==> config.mk <==
export PLATFORM = sky130hd
export DESIGN_NAME = revelar_casillas
export DESIGN_NICKNAME = d
export VERILOG_FILES = /design/src/rtl/revelar_casillas.sv
export SDC_FILE = /design/constraint.sdc
export NUM_CORES = 1
export LEC_CHECK = 0
export BUFFER_PORTS_ARGS = -buffer_cell sky130_fd_sc_hd__buf_2
export CORE_UTILIZATION = 55
export CTS_BUF_LIST = sky130_fd_sc_hd__clkbuf_4 sky130_fd_sc_hd__clkbuf_8
export CTS_CLUSTER_DIAMETER = 200
export DETAILED_ROUTE_END_ITERATION = 12
export PLACE_DENSITY = 0.74
export SLEW_MARGIN = 40
export SYNTH_ARGS = -nofsm -noshare
export SYNTH_HDL_FRONTEND = slang
export SYNTH_SLANG_ARGS = --single-unit
export TNS_END_PERCENT = 30
==> constraint.sdc <==
create_clock -name clk -period 5.55 [get_ports clk]
set_input_delay 0.2775 -clock clk [delete_from_list [all_inputs] [get_ports clk]]
set_output_delay 0.2775 -clock clk [all_outputs]
set_load 0.005 [all_outputs]
==> src/rtl/revelar_casillas.sv <==
// Minesweeper reveal engine: accepts reveal/flag commands, reads board cells and
// flood-fills zero-count regions through a 64-entry address FIFO.

module revelar_casillas_chk (
  input logic clk,
  input logic reset,
  input logic push,
  input logic full
);

  q_no_overflow: assert property (@(posedge clk) disable iff (reset) !(push && full));

endmodule

module revelar_casillas #(
  parameter int CELL_W = 9
) (
  input  logic              clk,
  input  logic              reset,
  input  logic              cmd_valid,
  output logic              cmd_ready,
  input  logic              cmd_flag,
  input  logic [2:0]        cmd_row,
  input  logic [2:0]        cmd_col,
  output logic              rd_en,
  output logic [5:0]        rd_addr,
  input  logic [CELL_W-1:0] rd_data,
  input  logic [6:0]        bomb_total,
  output logic [63:0]       revealed,
  output logic [63:0]       flagged,
  output logic [6:0]        revealed_count,
  output logic              busy,
  output logic              lost,
  output logic              won
);

  typedef enum logic [3:0] {
    IDLE    = 4'd0,
    RD_CMD  = 4'd1,
    CHK_CMD = 4'd2,
    POP     = 4'd3,
    RD_Q    = 4'd4,
    CHK_Q   = 4'd5,
    NEIGH   = 4'd6,
    LOST    = 4'd7,
    WON     = 4'd8
  } state_t;

  state_t      state_r, state_s;
  logic [63:0] revealed_r, flagged_r;
  logic [6:0]  count_r;
  logic [5:0]  q_mem_r [64];
  logic [6:0]  wr_ptr_r, rd_ptr_r;
  logic [2:0]  nb_idx_r;
  logic        ready_r, busy_r, lost_r, won_r, rd_en_r;
  logic [5:0]  rd_addr_r;

  logic        ready_s, busy_s, lost_s, won_s, rd_en_s;
  logic [5:0]  rd_addr_s;
  logic [5:0]  cmd_addr_s, q_head_s, nb_addr_s, reveal_addr_s;
  logic        cell_bomb_s, cell_zero_s, q_empty_s, q_full_s;
  logic [6:0]  count_inc_s, win_target_s;
  logic [3:0]  dr_s, dc_s, nb_row_s, nb_col_s;
  logic        nb_ok_s, flag_tgl_s, reveal_s, push_s, pop_s;
  logic        unused_s;

  assign cmd_addr_s   = {cmd_row, cmd_col};
  assign cell_bomb_s  = rd_data[8];
  assign cell_zero_s  = (rd_data[3:0] == 4'd0);
  assign unused_s     = ^{rd_data[7:4], rd_data[CELL_W-1:8]};
  assign count_inc_s  = count_r + 7'd1;
  assign win_target_s = 7'd64 - bomb_total;
  assign q_empty_s    = (wr_ptr_r == rd_ptr_r);
  assign q_full_s     = ((wr_ptr_r - rd_ptr_r) == 7'd64);
  assign q_head_s     = q_mem_r[rd_ptr_r[5:0]];

  // The current cell is whatever address was last read; out-of-range rows/cols set bit 3.
  assign nb_row_s  = {1'b0, rd_addr_r[5:3]} + dr_s;
  assign nb_col_s  = {1'b0, rd_addr_r[2:0]} + dc_s;
  assign nb_ok_s   = !nb_row_s[3] && !nb_col_s[3];
  assign nb_addr_s = {nb_row_s[2:0], nb_col_s[2:0]};

  // Neighbour offset for the current visit: N, NE, E, SE, S, SW, W, NW
  always_comb begin
    dr_s = 4'd0;
    dc_s = 4'd0;
    case (nb_idx_r)
      3'd0: begin dr_s = 4'hF; dc_s = 4'h0; end
      3'd1: begin dr_s = 4'hF; dc_s = 4'h1; end
      3'd2: begin dr_s = 4'h0; dc_s = 4'h1; end
      3'd3: begin dr_s = 4'h1; dc_s = 4'h1; end
      3'd4: begin dr_s = 4'h1; dc_s = 4'h0; end
      3'd5: begin dr_s = 4'h1; dc_s = 4'hF; end
      3'd6: begin dr_s = 4'h0; dc_s = 4'hF; end
      3'd7: begin dr_s = 4'hF; dc_s = 4'hF; end
      default: begin dr_s = 4'h0; dc_s = 4'h0; end
    endcase
  end

  // State register and registered Moore outputs
  always_ff @(posedge clk) begin
    if (reset) begin
      state_r   <= IDLE;
      ready_r   <= 1'b1;
      busy_r    <= 1'b0;
      lost_r    <= 1'b0;
      won_r     <= 1'b0;
      rd_en_r   <= 1'b0;
      rd_addr_r <= 6'd0;
    end else begin
      state_r   <= state_s;
      ready_r   <= ready_s;
      busy_r    <= busy_s;
      lost_r    <= lost_s;
      won_r     <= won_s;
      rd_en_r   <= rd_en_s;
      rd_addr_r <= rd_addr_s;
    end
  end

  // Next-state logic
  always_comb begin
    state_s = state_r;
    case (state_r)
      IDLE: begin
        if (cmd_valid && !cmd_flag && !revealed_r[cmd_addr_s] && !flagged_r[cmd_addr_s]) begin
          state_s = RD_CMD;
        end else begin
          state_s = IDLE;
        end
      end
      RD_CMD: state_s = CHK_CMD;
      CHK_CMD: begin
        if (cell_bomb_s) begin
          state_s = LOST;
        end else if (cell_zero_s) begin
          state_s = POP;
        end else if (count_inc_s == win_target_s) begin
          state_s = WON;
        end else begin
          state_s = IDLE;
        end
      end
      POP: begin
        if (!q_empty_s) begin
          state_s = RD_Q;
        end else if (count_r == win_target_s) begin
          state_s = WON;
        end else begin
          state_s = IDLE;
        end
      end
      RD_Q:  state_s = CHK_Q;
      CHK_Q: state_s = cell_zero_s ? NEIGH : POP;
      NEIGH: state_s = (nb_idx_r == 3'd7) ? POP : NEIGH;
      LOST:  state_s = LOST;
      WON:   state_s = WON;
      default: state_s = IDLE;
    endcase
  end

  // Output and datapath control decode
  always_comb begin
    ready_s = (state_s == IDLE);
    busy_s  = !((state_s == IDLE) || (state_s == LOST) || (state_s == WON));
    lost_s  = (state_s == LOST);
    won_s   = (state_s == WON);
    rd_en_s = (state_s == RD_CMD) || (state_s == RD_Q);
    if (state_s == RD_CMD) begin
      rd_addr_s = cmd_addr_s;
    end else if (state_s == RD_Q) begin
      rd_addr_s = q_head_s;
    end else begin
      rd_addr_s = rd_addr_r;
    end
    flag_tgl_s    = (state_r == IDLE) && cmd_valid && cmd_flag && !revealed_r[cmd_addr_s];
    reveal_s      = 1'b0;
    push_s        = 1'b0;
    pop_s         = 1'b0;
    reveal_addr_s = rd_addr_r;
    case (state_r)
      CHK_CMD: begin
        reveal_s = 1'b1;
        push_s   = !cell_bomb_s && cell_zero_s;
      end
      POP: pop_s = !q_empty_s;
      NEIGH: begin
        reveal_addr_s = nb_addr_s;
        if (nb_ok_s && !revealed_r[nb_addr_s] && !flagged_r[nb_addr_s]) begin
          reveal_s = 1'b1;
          push_s   = 1'b1;
        end else begin
          reveal_s = 1'b0;
          push_s   = 1'b0;
        end
      end
      default: begin
        reveal_s = 1'b0;
        push_s   = 1'b0;
      end
    endcase
  end

  // Board masks, reveal counter, queue pointers and neighbour index
  always_ff @(posedge clk) begin
    if (reset) begin
      revealed_r <= 64'd0;
      flagged_r  <= 64'd0;
      count_r    <= 7'd0;
      wr_ptr_r   <= 7'd0;
      rd_ptr_r   <= 7'd0;
      nb_idx_r   <= 3'd0;
    end else begin
      if (flag_tgl_s) begin
        flagged_r[cmd_addr_s] <= ~flagged_r[cmd_addr_s];
      end
      if (reveal_s) begin
        revealed_r[reveal_addr_s] <= 1'b1;
        count_r                   <= count_inc_s;
      end
      if (push_s) begin
        wr_ptr_r <= wr_ptr_r + 7'd1;
      end
      if (pop_s) begin
        rd_ptr_r <= rd_ptr_r + 7'd1;
      end
      nb_idx_r <= (state_r == NEIGH) ? (nb_idx_r + 3'd1) : 3'd0;
    end
  end

  // Queue storage; pointers alone define its contents, so no reset needed here
  always_ff @(posedge clk) begin
    if (push_s) begin
      q_mem_r[wr_ptr_r[5:0]] <= reveal_addr_s;
    end
  end

  revelar_casillas_chk u_chk (
    .clk   (clk),
    .reset (reset),
    .push  (push_s),
    .full  (q_full_s)
  );

  assign cmd_ready      = ready_r;
  assign busy           = busy_r;
  assign lost           = lost_r;
  assign won            = won_r;
  assign rd_en          = rd_en_r;
  assign rd_addr        = rd_addr_r;
  assign revealed       = revealed_r;
  assign flagged        = flagged_r;
  assign revealed_count = count_r;

endmodule

After elaboration in Yosys (flattened, before gate mapping)

Memory sizes are Yosys's and may differ from the RTL's. A register that Yosys moved wholly into a read port is not among the register bits.
Index checks and enable logic that the tools add are counted.

Register bits after elaboration: 167
Bits in writable memories: 384
Bits in read-only memories: 64
Output and inout bits: 146
Logic and storage cells: 110
Memories kept: 2

Memory list:

| name             | depth | width | read ports | clocked after Yosys merged registers in | write ports | RTL line | RTL |
|---|---|---|---|---|---|---|---|
| q_mem_r          | 64    | 6     | 1          | 1                                       | 1           | 52       | `logic [5:0] q_mem_r [64];` |
| (name not given) | 8     | 8     | 1          | 1                                       | 0           | 87       | `case (nb_idx_r)` |

Add/subtract/negate cells: 7
Magnitude comparators: 5
Equal/unequal tests: 16
Muxes and demuxes: 34
Bitwise gates (word level): 3
Reductions and logical operators: 30

Operators by type and width:

| operator                                            | count |
|---|---|
| bitwise mux 64 bit                                  | 1 |
| OR 64 bit                                           | 1 |
| case mux 4 bit (9 select lines)                     | 1 |
| two-way mux 6 bit                                   | 5 |
| binary-select mux 1 bit (select 6 bit)              | 4 |
| == test 4 x 3 -> 1 bit, second input constant       | 6 |
| adder 7 x 1 -> 7 bit, second input constant         | 3 |
| == test 7 bit                                       | 3 |
| < comparator 6 x 7 -> 1 bit, second input constant  | 3 |
| two-way mux 4 bit                                   | 5 |
| demux 1 bit (select 6 bit)                          | 2 |
| >= comparator 6 x 1 -> 1 bit, second input constant | 2 |
| logical AND 1 bit                                   | 12 |
| zero test 4 bit                                     | 3 |
| two-way mux 1 bit                                   | 11 |
| zero test 1 bit                                     | 10 |
| two-way mux 3 bit                                   | 3 |
| adder 3 x 4 -> 4 bit                                | 2 |
| == test 4 x 1 -> 1 bit, second input constant       | 2 |
| == test 4 x 2 -> 1 bit, second input constant       | 2 |
| == test 4 bit, second input constant                | 2 |
| subtractor 7 bit, first input constant              | 1 |
| case mux 1 bit (2 select lines)                     | 2 |
| adder 3 x 1 -> 3 bit, second input constant         | 1 |
| 5 further kinds                                     | 8 |

Longest topological paths before layout

Gate-level depths: netlist (run 1).

Depth after elaboration: 11
Depth in mapped cells: 14

Least setup slack after synthesis (run 1)

Ideal clock, no wire load.

Kind: flip-flop to flip-flop
Start: reg rd_addr_r[0] (netlist: rd_addr[0])
End: reg revealed_r[54] (netlist: revealed[54])
Library setup time: 96 ps
Arrival time: 3,951 ps
Required time: 5,454 ps
Path slack: 1,504 ps
Stages on the path, launching flop included: 8
Clock period less this slack: 4,046 ps
Cells stage by stage: dfxtp_1 -> ha_1 -> fa_1 -> xnor2_1 -> a21oi_1 -> and2_1 -> nand3_1 -> o32ai_1

Elaborated cells on any way between the ends: 20
Those cells by class: add/sub: 1; order compare: 2; mux: 9; bitwise: 1; reduce/logical: 7

RTL lines:

| what                                                                                              | RTL line | RTL |
|---|---|---|
| start, declared                                                                                   | 56       | `logic [5:0] rd_addr_r;` |
| start signal, assigned                                                                            | 117      | `rd_addr_r <= rd_addr_s;` |
| adder 3 x 4 -> 4 bit (*)                                                                          | 79       | `assign nb_col_s = {1'b0, rd_addr_r[2:0]} + dc_s;` |
| two-way mux 6 bit (*)                                                                             | 181      | `case (state_r)` |
| named net reveal_addr_s[2]                                                                        | 60       | `logic [5:0] cmd_addr_s, q_head_s, nb_addr_s, reveal_addr_s;` |
| < comparator 6 x 7 -> 1 bit (not written as such) or >= comparator 6 x 1 -> 1 bit (tied branches) | 218      | `revealed_r[reveal_addr_s] <= 1'b1;` |
| logical AND 1 bit (not written as such)                                                           | 218      |  |
| two-way mux 1 bit (not written as such)                                                           | 218      |  |
| demux 1 bit (select 6 bit) (*)                                                                    | 218      |  |
| OR 64 bit (no source line) (*)                                                                    | --       |  |
| end signal, assigned                                                                              | 207      | `revealed_r <= 64'd0;` |
| end signal, assigned by index                                                                     | 218      |  |
| end, declared                                                                                     | 50       | `logic [63:0] revealed_r, flagged_r;` |

Mark *: on every way through the listed nets, which the timed path passes. The rest lies on a longest branch. The select of a mux whose other input is x is not followed.
A chain may end at the register's enable or synchronous reset.

Final worst setup path (run 1)

Start: reg rd_addr_r[0] (netlist: rd_addr[0])
End: mem q_mem_r[60][3], enable pin

Word-level cells in the longest chain between the ends: 10
Elaborated cells on any way between the ends: 15
Those cells by class: add/sub: 1; mux: 8; reduce/logical: 6

Ends and longest elaborated chain:

| what                                        | RTL line | RTL |
|---|---|---|
| adder 3 x 4 -> 4 bit (*)                    | 79       |  |
| binary-select mux 1 bit (select 6 bit)      | 189      | `if (nb_ok_s && !revealed_r[nb_addr_s] && !flagged_r[nb_addr_s]) begin` |
| two-way mux 1 bit (not written as such)     | 189      |  |
| zero test 1 bit                             | 189      |  |
| logical AND 1 bit                           | 189      |  |
| logical AND 1 bit (*)                       | 189      |  |
| two-way mux 1 bit (*)                       | 189      |  |
| case mux 1 bit (2 select lines) (*)         | 181      |  |
| two-way mux 1 bit (*)                       | 233      | `if (push_s) begin` |
| two-way mux 1 bit (not written as such) (*) | 234      | `q_mem_r[wr_ptr_r[5:0]] <= reveal_addr_s;` |
| end, declared                               | 52       |  |

Mark *: on every way between the ends. The rest lies on a longest branch, timed or not. The select of a mux whose other input is x is not followed.

==> impl_metrics.json, run 1 <==
{
  "muxShareOfSynthArea_pct": 16.4,
  "maxCapViolCount": 0,
  "max-slew-margin-rel_pct": 39.7,
  "worst_setup_path_end_kind": "flop",
  "worstSetupPathType": "reg -> reg",
  "yosys-top-cells-area": "edfxtp_1 (47%), dfxtp_1 (14%), mux4_2 (12%)",
  "rsz0062_at_grt": "no",
  "ant_nets": 0,
  "finalWirelength_mm": 65.9,
  "final_area_um2": 28200,
  "syn_to_final_growth_pct": 14.5,
  "synth_xor_area_share_pct": 1.27,
  "clock.fmax_ghz": 0.217,
  "synth-seq-area-share_pct": 61.2,
  "ys_ff_latch": 561,
  "cp.required_ps": 5960,
  "worstReg2RegStart": "rd_addr[0]$_SDFFE_PP0P_",
  "peakVddDrop_mv": 0.174,
  "final_nets": 2014,
  "synth_flop_cell": "edfxtp_1",
  "postCtsSetupBuffers": 0,
  "io_buffers": 167,
  "synth_warnings": 0,
  "setup_viol": 0,
  "fin_hold_ws_ps": 62.3,
  "synth_edf_count": 384,
  "placed_area_um2": 26400,
  "yosys.area_share.simple_pct": 9.46,
  "regToRegEndpoint": "q_mem_r[60][3]$_DFFE_PP_",
  "hold_path.class": "in -> reg",
  "first_global_vias": 16200,
  "maxSlewViolCount": 0,
  "min_to": "wr_ptr_r[1]$_SDFFE_PP0P_",
  "die_area_um2": 45700,
  "dieWidth_um": 214,
  "finalHoldViolations": 0,
  "gp_congestion": 0.977,
  "clock_latency_ps": 680,
  "powerDensity_nw_per_um2": 302,
  "hold_buffers": 0,
  "die_h_um": 214,
  "route.detailed.drc": 0,
  "grt_start_max_net_pins": 105,
  "rows": 77,
  "cts_tree": "done",
  "fill_cells": 3156,
  "yosys.area_share.adder_pct": 0.772,
  "drt_first_pass_iters": 7,
  "tightest_slew_ps": 904,
  "status": "finished, final reports clean",
  "clkSlewWorstSetupHoldPaths_ps": 70,
  "grt-ovfl-total": 0,
  "min_delay_path_depth": 5,
  "root_buffer": "clkbuf_8",
  "fin_crit_sh_pct": 83.2,
  "cts_sinks": 561,
  "synth_top_family_by_area": "multiplexers",
  "timing.setup.tns_ps": 0,
  "coreArea_um2": 44200,
  "cp.arrival_ps": 5020,
  "htree_levels": 3,
  "path_max_fanout": 23,
  "ys_types": 73,
  "pin_count": 172,
  "syn_avg_cell_area_um2": 13.8,
  "r2r_slack_ps": 930,
  "diodes": 0,
  "drive_gt1_share_pct": 28.1,
  "ys_async_sr_fraction_pct": 0,
  "critPathLaunchType": "flop",
  "min_from": "rd_data[2]",
  "final.setup_skew_ps": 36.9,
  "cts_buffers": 87,
  "synth_top_cell_by_area": "edfxtp_1",
  "post_drt_wl_per_cell_um": 25.0,
  "antenna_found_initial": 0,
  "dp_hpwl_mm": 42.8,
  "vias": 17000,
  "cts_buffer_depth": 3,
  "syn-cell-area_um2": 24600,
  "synth_compound_gate_area_share_pct": 7.47,
  "synthCells": 1782,
  "grt_pass1_wl_mm": 97.5,
  "netlist.area_leader.share_pct": 46.8,
  "p_leak_nw": 9.53,
  "drt_iter0_markers": 2275,
  "cts.repair.resized": 0,
  "via_per_inst": 6.43,
  "grt_usage_pct": 29.0,
  "syn_nets": 1822,
  "reg2reg_depth": 12,
  "start_util_pct": 55.7,
  "finalCriticalPeriod_ps": 4620
}
==> layer usage <==
layer	GRT usage, %	up-vias	routed length (um)
li1	-	7268	-
met1	40.1	8325	25500
met2	44.2	1144	30100
met3	6.28	220	7380
met4	12.9	0	2930
met5	0	-	0
==> where the power goes <==
group / total [mW] / switching (mW) / internal [mW]
Clock: 3.65 / 1.66 / 1.99
Combinational: 0.390 / 0.289 / 0.102
Sequential: 4.49 / 0.0109 / 4.48
==> flip-flops by register name, summed over array words and instances (netlist names), 2 cells and up, named ones only <==
| register | count |
|---|---|
| dc_s | 2 |
| dr_s | 2 |
| flagged | 64 |
| nb_idx_r | 3 |
| q_mem_r | 384 |
| rd_addr | 6 |
| rd_ptr_r | 7 |
| revealed | 64 |
| revealed_count | 7 |
| state_r | 4 |
| wr_ptr_r | 7 |
==> cell usage in the layout (no fill, tap or decap), types with 7 or more instances in the layout <==
cell type / instances
nand2_1: 117
xor2_1: 13
mux2_2: 17
edfxtp_1: 384
and3_1: 16
o21ai_0: 20
nor3b_1: 8
clkbuf_4: 13
nand2b_1: 11
nor2_1: 162
nor2b_1: 21
o32ai_1: 56
o2bb2ai_1: 7
clkinv_1: 24
dfxtp_1: 174
nor4_2: 29
a21oi_1: 37
buf_4: 56
clkinv_2: 17
nand3_1: 34
a31oi_1: 7
clkbuf_8: 90
mux4_2: 131
a221oi_1: 7
nor3_1: 45
bufinv_16: 8
a221o_1: 7
a22oi_1: 18
mux2i_1: 85
buf_2: 165
and2_1: 7
a211oi_1: 9
nand4_1: 7
o211ai_1: 9
xnor2_1: 21
inv_1: 72
ha_1: 12
==> cells by family after synthesis <==
logic type | Yosys count
buffers and inverters | 202
XOR/XNOR | 35
adder cells (fa/ha/maj) | 14
AO/OA/AOI/OAI | 238
multiplexers | 236
flip-flops | 561
AND/OR/NAND/NOR | 496
==> worst max-delay path by stage <==
stage / slack [ps] / end / from / depth (start not counted)
3_3_place_gp: 980 / q_mem_r[10][0]$_DFFE_PP_ / rd_addr[0]$_SDFFE_PP0P_ / 10
6_report: 930 / q_mem_r[60][3]$_DFFE_PP_ / rd_addr[0]$_SDFFE_PP0P_ / 12
4_1_cts: 1060 / q_mem_r[62][3]$_DFFE_PP_ / rd_addr[0]$_SDFFE_PP0P_ / 9
5_1_grt: 840 / q_mem_r[60][3]$_DFFE_PP_ / rd_addr[0]$_SDFFE_PP0P_ / 12
2_1_floorplan: 1500 / revealed[54]$_SDFFE_PP0P_ / rd_addr[0]$_SDFFE_PP0P_ / 7
3_5_place_dp: 1090 / q_mem_r[46][5]$_DFFE_PP_ / rd_addr[0]$_SDFFE_PP0P_ / 9
==> cell usage after synthesis (all sizes together), types with 4 or more instances <==
library cell,count
edfxtp,384
dfxtp,177
nor2,165
mux4,131
nand2,117
mux2i,85
inv,78
clkbuf,68
buf,56
o32ai,56
nor3,47
a21oi,38
nor4,35
nand3,34
nor2b,22
o21ai,21
xnor2,21
mux2,20
a22oi,18
and3,16
xor2,14
ha,12
nand2b,12
a211oi,11
a221oi,9
o211ai,9
nor3b,8
a221o,7
a31oi,7
and2,7
nand4,7
o2bb2ai,7
nand3b,6
or3,6
o2111ai,5
o22ai,5
or2,5
or4,5
a21o,4
a22o,4
o311ai,4
==> per-stage QoR <==
step,std cells,utilization (%),setup WS [ps],power [mW]
after global routing,2636,63.8,842,8.76
after CTS,2635,63.7,1060,8.55
final,2636,63.8,934,8.53
after global placement,2476,59.2,978,4.94
after floorplan,1782,-,1500,4.82
after detailed placement,2476,59.6,1090,4.96
==> area by class of cell <==
class | count | area, um^2 | area share, %
clock buffer | 103 | 1340 | 4.73
clock inverter | 56 | 485 | 1.72
inverter | 78 | 293 | 1.04
multi-input combinational | 1019 | 8930 | 31.6
sequential | 561 | 15100 | 53.4
tap | 592 | 741 | 2.62
timing repair buffer | 227 | 1360 | 4.81
==> critical path, stage by stage, from the launching register on <==
cell and delay (ps):
dfxtp_1 350, ha_1 240, fa_2 830, buf_4 380, nor3_1 70, a2111oi_0 460
o31ai_1 150, a41o_1 250, o2111a_2 350, o211ai_1 660, buf_4 310, nor2_1 70
buf_4 190
(Power assumes the default switching activity.)
==> inputs of run 2 (changes only) <==
Settings changed: PLACE_DENSITY 0.74 to 0.77.
Clock period 5.55 ns to 3.85 ns, I/O delays scaled along.
==> run 2 against run 1 <==
Compared with the run above: cell area rose by 2.3%; core utilization rose by 1.5 points; fmax rose by 20%; sequential share of layout area fell by 1.2 points; combinational power rose by 54%; register-to-register slack got worse by 920 ps; power rose by 44%; clock skew fell by 5.0 ps.
==> impl_metrics.json, run 2 (synthesis gave the netlist of run 1 again) <==
{
  "grt_usage_pct": 29.2,
  "vias": 17300,
  "post_drt_wl_per_cell_um": 24.5,
  "htree_levels": 3,
  "cp.arrival_ps": 4190,
  "clock.fmax_ghz": 0.261,
  "rows": 77,
  "powerDensity_nw_per_um2": 425,
  "max-slew-margin-rel_pct": 46.9,
  "grt_pass1_wl_mm": 98.3,
  "path_max_fanout": 7,
  "p_leak_nw": 10.0,
  "post-place-cells": 2557,
  "cts_sinks": 561,
  "setup_viol": 0,
  "fin_hold_ws_ps": 50.2,
  "critPathLaunchType": "flop",
  "finalHoldViolations": 0,
  "drt_iter0_markers": 2373,
  "start_util_pct": 55.7,
  "dp_hpwl_mm": 44.2,
  "cts_buffers": 89,
  "coreArea_um2": 44200,
  "via_per_inst": 6.35,
  "peakVddDrop_mv": 0.333,
  "status": "finished, final reports clean",
  "tightest_slew_ps": 794,
  "hold_path.class": "in -> reg",
  "power_mw": 12.3,
  "grt-ovfl-total": 0,
  "ant_nets": 0,
  "route.detailed.drc": 0,
  "clkSlewWorstSetupHoldPaths_ps": 60,
  "maxSlewViolCount": 0,
  "final_cell_mix": "edfxtp_1 (384), dfxtp_1 (173), buf_2 (167), nor2_1 (157)",
  "maxCapViolCount": 0,
  "root_buffer": "clkbuf_8",
  "cts_buffer_depth": 3,
  "pin_count": 172,
  "layout_commonest_cell": "edfxtp_1",
  "first_global_vias": 16300,
  "timing.setup.tns_ps": 0,
  "final_nets": 2106,
  "syn_to_final_growth_pct": 17.2,
  "gp_congestion": 0.984,
  "rsz0062_at_grt": "yes",
  "fin_crit_sh_pct": 99.6,
  "final.setup_skew_ps": 31.9,
  "antenna_found_initial": 0,
  "drive_gt1_share_pct": 30.9,
  "fill_cells": 3092,
  "worst_setup_path_end_kind": "flop",
  "die_area_um2": 45700,
  "cts_tree": "done",
  "stdcell_count": 2731,
  "dieWidth_um": 214,
  "finalCriticalPeriod_ps": 3830,
  "clock_latency_ps": 670,
  "cp.required_ps": 4210,
  "finalWirelength_mm": 66.9,
  "grt_start_max_net_pins": 88,
  "die_h_um": 214,
  "drt_first_pass_iters": 6,
  "worstSetupPathType": "reg -> reg",
  "largest_register_ffs": 384,
  "io_buffers": 167
}
## run 2: final timing paths
check                                             start                 endpoint  slack [ps]  depth (start not counted)
worst min-delay path                         rd_data[8]           won$_SDFF_PP0_          50                          5
worst min register to register   nb_idx_r[0]$_SDFF_PP0_          dr_s[0]$_DFF_P_         450                          1
worst max register to register  rd_addr[0]$_SDFFE_PP0P_  q_mem_r[4][3]$_DFFE_PP_          20                         14
worst max-delay path            rd_addr[0]$_SDFFE_PP0P_  q_mem_r[4][3]$_DFFE_PP_          20                         14
## run 2: power breakdown
group | switching [mW] | leakage [nW] | internal [mW] | total, mW
registers | 0.0128 | 4.86 | 6.46 | 6.47
clock network | 2.32 | 0.971 | 2.87 | 5.19
logic | 0.426 | 4.21 | 0.175 | 0.602
total | 2.76 | 10.0 | 9.50 | 12.3
## run 2: per-layer routing
layer,track usage [%],up-vias,part of all wire (%)
met5,0,-,0
met2,44.4,1114,46
li1,-,7466,-
met4,12.1,0,4.1
met3,6.77,191,11
met1,40.9,8558,39
## run 2: final cells by class
type,instances,area [um^2],area share (%)
Timing Repair Buffer,317,2120,7.33
Tap cell,592,741,2.56
Antenna cell,2,5.00,0.0173
Clock buffer,138,1660,5.73
Inverter,78,293,1.01
Sequential cell,561,15100,52.2
Clock inverter,24,169,0.585
Multi-Input combinational cell,1019,8810,30.5
## run 2: timing repair
item / in CTS / in global routing
hold buffers: 3 / 0
endpoints found under the hold margin: 14 / 0
endpoints found under the setup margin: 47 / 439
pin swaps: 4 / 5
buffers inserted: 5 / 2
gates resized for setup: 7 / 12
## run 2: critical path, stage by stage, from the launching register on
cell and delay, ps:
dfxtp_2 330, ha_2 190, fa_2 460, buf_12 160
buf_4 150, nor3_1 130, a21oi_1 70, mux4_2 480
o211ai_1 330, o2111a_2 370, buf_4 170, o211ai_1 130
buf_4 220, nor2_1 140, buf_4 180
## run 2: through the flow
step | util, % | cell area [um^2] | setup WS [ps]
final | 65.3 | 28900 | 15.9
after global routing | 65.3 | 28900 | -43.9
after CTS | 65.1 | 28800 | -14.2
after detailed placement | 60.7 | 26900 | -22.5
after global placement | 60.7 | 26800 | 38.6
after floorplan | - | 24600 | -174
